[src/rtl/child_slot_scheduler_pkg.sv]
// Shared types and default sizing for the child-slot round-robin scheduler.
// No logic here; imported by the interface, the picker and the top.
package child_sched_pkg;

    typedef enum logic [1:0] {S_IDLE, S_BUSY, S_GAP} sched_state_t;

    localparam int N_REQ_DEF    = 10;
    localparam int MAX_HOLD_DEF = 16;

endpackage

[src/rtl/child_slot_scheduler_if.sv]
// Request/grant bundle between the child instances (master) and the scheduler (slave).
// Requests are level-sensitive; grant-side signals are all registered in the scheduler.
interface child_slot_scheduler_if
    import child_sched_pkg::*;
#(
    parameter int N_REQ = N_REQ_DEF,
    parameter int CNT_W = 16
);
    localparam int IDX_W = $clog2(N_REQ);

    logic [N_REQ-1:0] req;
    logic [N_REQ-1:0] rel;
    logic [N_REQ-1:0] gnt;
    logic             gnt_valid;
    logic [IDX_W-1:0] gnt_idx;
    logic             timeout;
    logic [CNT_W-1:0] grant_count;

    modport master (
        output req, rel,
        input  gnt, gnt_valid, gnt_idx, timeout, grant_count
    );

    modport slave (
        input  req, rel,
        output gnt, gnt_valid, gnt_idx, timeout, grant_count
    );

endinterface

[src/rtl/child_slot_scheduler_rr_pick.sv]
// Rotate-priority encoder: first set req after ptr, wrapping modulo N_REQ.
// Purely combinational, zero latency; no flow control of its own.
module rr_pick
    import child_sched_pkg::*;
#(
    parameter int N_REQ = N_REQ_DEF,
    localparam int IDX_W = $clog2(N_REQ)
) (
    input  logic [N_REQ-1:0] req,
    input  logic [IDX_W-1:0] ptr,
    output logic             found,
    output logic [IDX_W-1:0] idx
);

    logic [IDX_W:0] w_cand;

    // Walk from the farthest offset down so the nearest candidate is the last writer.
    always_comb begin
        found  = 1'b0;
        idx    = '0;
        w_cand = '0;
        for (int k = N_REQ; k >= 1; k--) begin
            w_cand = {1'b0, ptr} + (IDX_W+1)'(k);
            if (w_cand >= (IDX_W+1)'(N_REQ)) begin
                w_cand = w_cand - (IDX_W+1)'(N_REQ);
            end
            if (req[w_cand[IDX_W-1:0]]) begin
                found = 1'b1;
                idx   = w_cand[IDX_W-1:0];
            end
        end
    end

endmodule

[src/rtl/child_slot_scheduler.sv]
// Shares one downstream slot among N_REQ children: 1-cycle grant latency, bounded hold,
// one-cycle gap between owners; requesters simply wait (level req), owner may release early.
module child_slot_scheduler
    import child_sched_pkg::*;
#(
    parameter int N_REQ    = N_REQ_DEF,
    parameter int MAX_HOLD = MAX_HOLD_DEF,
    parameter int CNT_W    = 16
) (
    input  logic                   clk,
    input  logic                   rst,
    child_slot_scheduler_if.slave  bus
);

    localparam int IDX_W  = $clog2(N_REQ);
    localparam int HOLD_W = $clog2(MAX_HOLD + 1);

    sched_state_t     r_state;
    sched_state_t     w_state_nxt;
    logic [IDX_W-1:0] r_ptr;
    logic [IDX_W-1:0] r_idx;
    logic [HOLD_W-1:0] r_hold;
    logic [N_REQ-1:0] r_gnt;
    logic             r_timeout;
    logic [CNT_W-1:0] r_count;

    logic [IDX_W-1:0] w_ptr_nxt;
    logic [IDX_W-1:0] w_idx_nxt;
    logic [HOLD_W-1:0] w_hold_nxt;
    logic [N_REQ-1:0] w_gnt_nxt;
    logic             w_timeout_nxt;
    logic [CNT_W-1:0] w_count_nxt;

    logic             w_found;
    logic [IDX_W-1:0] w_win;
    logic             w_hold_max;
    logic             w_busy_end;

    // ptr holds the last owner, so in GAP the previous owner is searched last.
    rr_pick #(.N_REQ(N_REQ)) u_pick (
        .req   (bus.req),
        .ptr   (r_ptr),
        .found (w_found),
        .idx   (w_win)
    );

    assign w_hold_max = (r_hold == HOLD_W'(MAX_HOLD));
    assign w_busy_end = w_hold_max | ~bus.req[r_idx] | bus.rel[r_idx];

    always_ff @(posedge clk) begin
        if (rst) begin
            r_state   <= S_IDLE;
            r_ptr     <= IDX_W'(N_REQ - 1);
            r_idx     <= '0;
            r_hold    <= '0;
            r_gnt     <= '0;
            r_timeout <= 1'b0;
            r_count   <= '0;
        end else begin
            r_state   <= w_state_nxt;
            r_ptr     <= w_ptr_nxt;
            r_idx     <= w_idx_nxt;
            r_hold    <= w_hold_nxt;
            r_gnt     <= w_gnt_nxt;
            r_timeout <= w_timeout_nxt;
            r_count   <= w_count_nxt;
        end
    end

    always_comb begin
        w_state_nxt = r_state;
        case (r_state)
            S_IDLE, S_GAP: w_state_nxt = w_found ? S_BUSY : S_IDLE;
            S_BUSY:        w_state_nxt = w_busy_end ? S_GAP : S_BUSY;
            default:       w_state_nxt = S_IDLE;
        endcase
    end

    always_comb begin
        w_ptr_nxt     = r_ptr;
        w_idx_nxt     = r_idx;
        w_hold_nxt    = r_hold;
        w_gnt_nxt     = r_gnt;
        w_timeout_nxt = 1'b0;
        w_count_nxt   = r_count;
        case (r_state)
            S_IDLE, S_GAP: begin
                if (w_found) begin
                    w_gnt_nxt   = N_REQ'(1) << w_win;
                    w_idx_nxt   = w_win;
                    w_ptr_nxt   = w_win;
                    w_hold_nxt  = HOLD_W'(1);
                    w_count_nxt = (r_count == '1) ? r_count : r_count + CNT_W'(1);
                end
            end
            S_BUSY: begin
                if (w_busy_end) begin
                    w_gnt_nxt     = '0;
                    w_timeout_nxt = w_hold_max;
                end else begin
                    w_hold_nxt = r_hold + HOLD_W'(1);
                end
            end
            default: w_gnt_nxt = '0;
        endcase
    end

    assign bus.gnt         = r_gnt;
    assign bus.gnt_valid   = |r_gnt;
    assign bus.gnt_idx     = r_idx;
    assign bus.timeout     = r_timeout;
    assign bus.grant_count = r_count;

endmodule

[src/flat_wrapper.sv]
// flat-port wrapper written by rule: the top's interface ports become plain ports
module child_slot_scheduler_flat import child_sched_pkg::*;
#(
    parameter int N_REQ    = N_REQ_DEF,
    parameter int MAX_HOLD = MAX_HOLD_DEF,
    parameter int CNT_W    = 16
)
  (clk, rst, bus_req, bus_rel, bus_gnt, bus_gnt_valid, bus_gnt_idx, bus_timeout, bus_grant_count);
  child_slot_scheduler_if #(.N_REQ(N_REQ), .CNT_W(CNT_W)) bus_i ();
  input  logic clk;
  input  logic rst;
  input wire logic [$bits(bus_i.req)-1:0] bus_req;
  input wire logic [$bits(bus_i.rel)-1:0] bus_rel;
  output wire logic [$bits(bus_i.gnt)-1:0] bus_gnt;
  output wire logic [$bits(bus_i.gnt_valid)-1:0] bus_gnt_valid;
  output wire logic [$bits(bus_i.gnt_idx)-1:0] bus_gnt_idx;
  output wire logic [$bits(bus_i.timeout)-1:0] bus_timeout;
  output wire logic [$bits(bus_i.grant_count)-1:0] bus_grant_count;
  assign bus_i.req = bus_req;
  assign bus_i.rel = bus_rel;
  assign bus_gnt = bus_i.gnt;
  assign bus_gnt_valid = bus_i.gnt_valid;
  assign bus_gnt_idx = bus_i.gnt_idx;
  assign bus_timeout = bus_i.timeout;
  assign bus_grant_count = bus_i.grant_count;
  child_slot_scheduler #(.N_REQ(N_REQ), .MAX_HOLD(MAX_HOLD), .CNT_W(CNT_W)) u_core (.clk(clk), .rst(rst), .bus(bus_i));
endmodule
[config.mk]
export PLATFORM = sky130hd
export DESIGN_NAME = child_slot_scheduler_flat
export DESIGN_NICKNAME = d
export VERILOG_FILES = /design/src/rtl/child_slot_scheduler_pkg.sv /design/src/rtl/child_slot_scheduler_if.sv /design/src/rtl/child_slot_scheduler_rr_pick.sv /design/src/rtl/child_slot_scheduler.sv /design/src/flat_wrapper.sv
export SDC_FILE = /design/constraint.sdc
export NUM_CORES = 1
export LEC_CHECK = 0
export BUFFER_PORTS_ARGS = -buffer_cell sky130_fd_sc_hd__buf_2
export CAP_MARGIN = 10
export CORE_MARGIN = 2
export CORE_UTILIZATION = 51
export DETAILED_ROUTE_END_ITERATION = 16
export PLACE_DENSITY = 0.82
export SYNTH_ARGS = -nofsm -noshare
export SYNTH_HDL_FRONTEND = slang
export SYNTH_SLANG_ARGS = --single-unit
[constraint.sdc]
create_clock -name clk -period 10.21 [get_ports clk]
set_input_delay 1.5315 -clock clk [delete_from_list [all_inputs] [get_ports clk]]
set_output_delay 1.5315 -clock clk [all_outputs]
set_load 0.02 [all_outputs]
==> impl_metrics.csv <==
group,metric,value,unit
cells_and_area,layout-drive-gt1-share,0.176,
logic_synthesis,synth_top_area_frac,0.159,
grt,grt_pass1_wl,25.3,mm
clock_network,cts_setup_buffers,0,
clock_network,clockRootBuffer,"clkbuf_8",
grt,globalRouteOverflowTotal,0,
status,status,"complete, no violations",
logic_synthesis,synth_edf_count,0,
logic_synthesis,netlist_instances,626,
detailed_routing,drt-initial-drc-count,462,
critical_path,ff2ff_setup_slack,3570,ps
detailed_routing,ant_nets,0,
timing,setup-tns-final,0,ps
critical_path,slowest_delay,980,ps
clock_network,cts_buffers,5,
logic_synthesis,synth_xor_area_frac,0.0385,
run,drv_cap,0,
logic_synthesis,synth_compound_area_frac,0.310,
grt,grt_pass1_vias,5049,
timing,fin_skew,4.01,ps
critical_path,worstReg2RegEnd,"u_core.bus.grant_count[11]$_SDFFE_PP0P_",
floorplan,rows,36,
place,io_buffers,53,
logic_synthesis,yosys_warnings,0,
cells_and_area,fillers,896,
cells_and_area,design_area,5480,um2
detailed_routing,via_per_inst,6.86,
grt,grtUsageTotal,0.300,
critical_path,path_max_fanout,50,
clock_network,htreeDepth,2,
detailed_routing,routed_wl,15.9,mm
logic_synthesis,synth_area_leaders,"dfxtp_1 (16%), ha_1 (6.2%), mux4_2 (4.5%)",
cells_and_area,nets,707,
floorplan,ioPinCount,54,
detailed_routing,vias,5435,
clock_network,clock_latency,290,ps
detailed_routing,drt_pass1_iterations,5,
floorplan,start_util,0.520,
place,finalWeightedCongestion,0.997,
cells_and_area,n_antenna_cell,0,
clock_network,cts_sinks,40,
timing,tightestPinTransition,1010,ps
detailed_routing,wl_per_cell,20.1,um
floorplan,die_y,103,um
critical_path,worstPathCellList,"buf_4, inv_1, ha_1, clkinv_1, ha_1, a21boi_0, a21boi_2, nor3_1, o21ai_1, a211oi_1, o211ai_2, o31ai_4, nor4_1, mux2_2",
timing,layout_min_cycle_time,6640,ps
clock_network,post_cts_resized,0,
timing,finalHoldViolations,0,
clock_network,clk_pin_slew,80,ps
logic_synthesis,syn_area,5040,um2
logic_synthesis,synth_simple_gate_area_frac,0.251,
timing,rsz0062_at_grt,"no",
clock_network,tritoncts,"done",
logic_synthesis,yosysUniqueCellTypes,93,
critical_path,crit_top_cell,"ha_1",
clock_network,cts_buffer_depth,2,
timing,setup_viol,0,
critical_path,rr_worst_depth,14,
detailed_routing,drc_errors,0,
critical_path,startpoint_type,"flip-flop",
critical_path,arrival,6830,ps
logic_synthesis,syn_nets,674,
logic_synthesis,yosysTopAreaCell,"dfxtp_1",
clock_network,cts_hold_buf,0,
logic_synthesis,synthMuxAreaShare,0.127,
timing,drv_slew,0,
critical_path,crit_required,10390,ps
logic_synthesis,synthAdderAreaFrac,0.0660,
critical_path,endpoint,"u_core.bus.grant_count[11]$_SDFFE_PP0P_",
floorplan,dieWidth,103,um
timing,max_clock_freq,150,MHz
place,hpwl,12.0,mm
floorplan,die_area,10700,um2
timing,max-slew-margin-rel,0.324,
timing,post-route-period-util,0.651,
critical_path,crit_start,"u_core.r_ptr[0]$_SDFFE_PP1P_",
critical_path,rr_startpoint,"u_core.r_ptr[0]$_SDFFE_PP1P_",
cells_and_area,area_delta_synth_final,8.74,%
logic_synthesis,synth_top_family_by_area,"compound AO/OA/AOI/OAI gates",
grt,antenna_found_initial,0,
logic_synthesis,yosysSeqAreaShare,0.159,
logic_synthesis,synthArstFlopShare,0,
logic_synthesis,ys_ff_latch,40,
critical_path,cp_slowest_cell,"ha_1",
floorplan,core_region_area,9680,um2
grt,grt_max_degree,51,
critical_path,worstSetupPathType,"reg2reg",
place,placed_area,5350,um2
logic_synthesis,synthFlopType,"dfxtp_1",
logic_synthesis,avgSynthCellArea,8.05,um2
min_path,hold_class,"reg2reg",
critical_path,endpoint_kind,"flip-flop",
logic make-up after synthesis:
| logic type | count (synthesis) |
|---|---|
| simple gates | 231 |
| xor+xnor | 20 |
| buf+inv | 53 |
| mux | 48 |
| compound gates | 208 |
| fa+ha+maj | 26 |
| flops | 40 |
metrics by stage:
stage	instances	util	worst slack [ps]	hold slack, ps
floorplan	626	-	5490	474
global placement	785	0.553	3960	465
detailed placement	785	0.553	3760	467
CTS	792	0.566	3710	488
global route	792	0.566	2980	516
finish	792	0.566	3570	490
worst max-delay path: cells and delay by family (launching register included):
kind | cells | cell delay, ps
buffers and inverters | 3 | 1470
adder cells (fa/ha/maj) | 2 | 1500
flip-flops | 1 | 320
AND/OR/NAND/NOR | 2 | 670
multiplexers | 1 | 310
AO/OA/AOI/OAI | 6 | 2240
registers in the layout, indices dropped and copies added (netlist names):
name	cells
u_core.r_ptr	2
u_core.r_state	2
u_core.r_hold	5
u_core.bus.gnt	10
u_core.bus.grant_count	16
u_core.bus.gnt_idx	4
u_core.bus.timeout	1
cell type report:
| class | count | area, um2 | area share |
|---|---|---|---|
| multi-input cells | 533 | 4000 | 0.730 |
| flip-flops and latches | 40 | 802 | 0.146 |
| repair buffers | 57 | 295 | 0.0539 |
| well taps | 133 | 166 | 0.0304 |
| inverters | 22 | 85.1 | 0.0155 |
| clock buffers | 5 | 68.8 | 0.0126 |
| clock inverters | 2 | 60.1 | 0.0110 |
how the worst min path moves through the flow:
stage,end,startpoint,slack (ps),depth (start not counted)
after floorplan,u_core.r_hold[1]$_SDFFE_PP0P_,u_core.r_hold[1]$_SDFFE_PP0P_,470,2
after global placement,u_core.bus.grant_count[12]$_SDFFE_PP0P_,u_core.bus.grant_count[12]$_SDFFE_PP0P_,460,1
after detailed placement,u_core.bus.grant_count[12]$_SDFFE_PP0P_,u_core.bus.grant_count[12]$_SDFFE_PP0P_,470,1
after CTS,u_core.bus.grant_count[12]$_SDFFE_PP0P_,u_core.bus.grant_count[12]$_SDFFE_PP0P_,490,1
after global routing,u_core.bus.grant_count[12]$_SDFFE_PP0P_,u_core.bus.grant_count[12]$_SDFFE_PP0P_,520,1
final,u_core.bus.gnt[3]$_SDFFE_PP0P_,u_core.bus.gnt[3]$_SDFFE_PP0P_,490,2
Yosys cell counts, drive strengths merged, types with 10 or more instances:
cell type  instances
nor2b             21
o21ai             32
nand2b            10
nand3             18
o41ai             13
mux4              10
and3              11
a21oi             41
xnor2             14
nor2              41
inv               20
mux2              21
a211oi            12
buf               17
dfxtp             40
o211ai            15
mux2i             17
nor4              18
clkbuf            14
ha                25
nor3              15
nand2             46
metal layers:
| layer | vias up | global-route usage | share of wire |
|---|---|---|---|
| met5 | - | 0 | 0 |
| met4 | 0 | 0.122 | 0.037 |
| met3 | 51 | 0.0464 | 0.067 |
| met2 | 231 | 0.473 | 0.46 |
| met1 | 2625 | 0.409 | 0.43 |
| li1 | 2528 | - | - |
placed cells by master (no fill, tap or decap), drive strengths merged, types with 5 or more instances in the layout:
master and instances:
xnor2 14, a211oi 12, and2 5, nand2 46, nor4 18, mux2 21
nand2b 10, a21o 5, a21oi 41, mux4 10, buf 57, or4 7
o21ai 32, nor3b 5, clkbuf 5, nor2 41, and3 11, or3 8
ha 25, o211ai 15, o41ai 13, inv 20, a21boi 8, o31ai 8
nor3 15, nand3 18, xor2 6, nor2b 21, dfxtp 40, a31oi 6
o2111ai 6, mux2i 17, o311ai 6
Power is not shown: default switching activity piles up to over one toggle a cycle in this logic, so the estimate is an artifact.
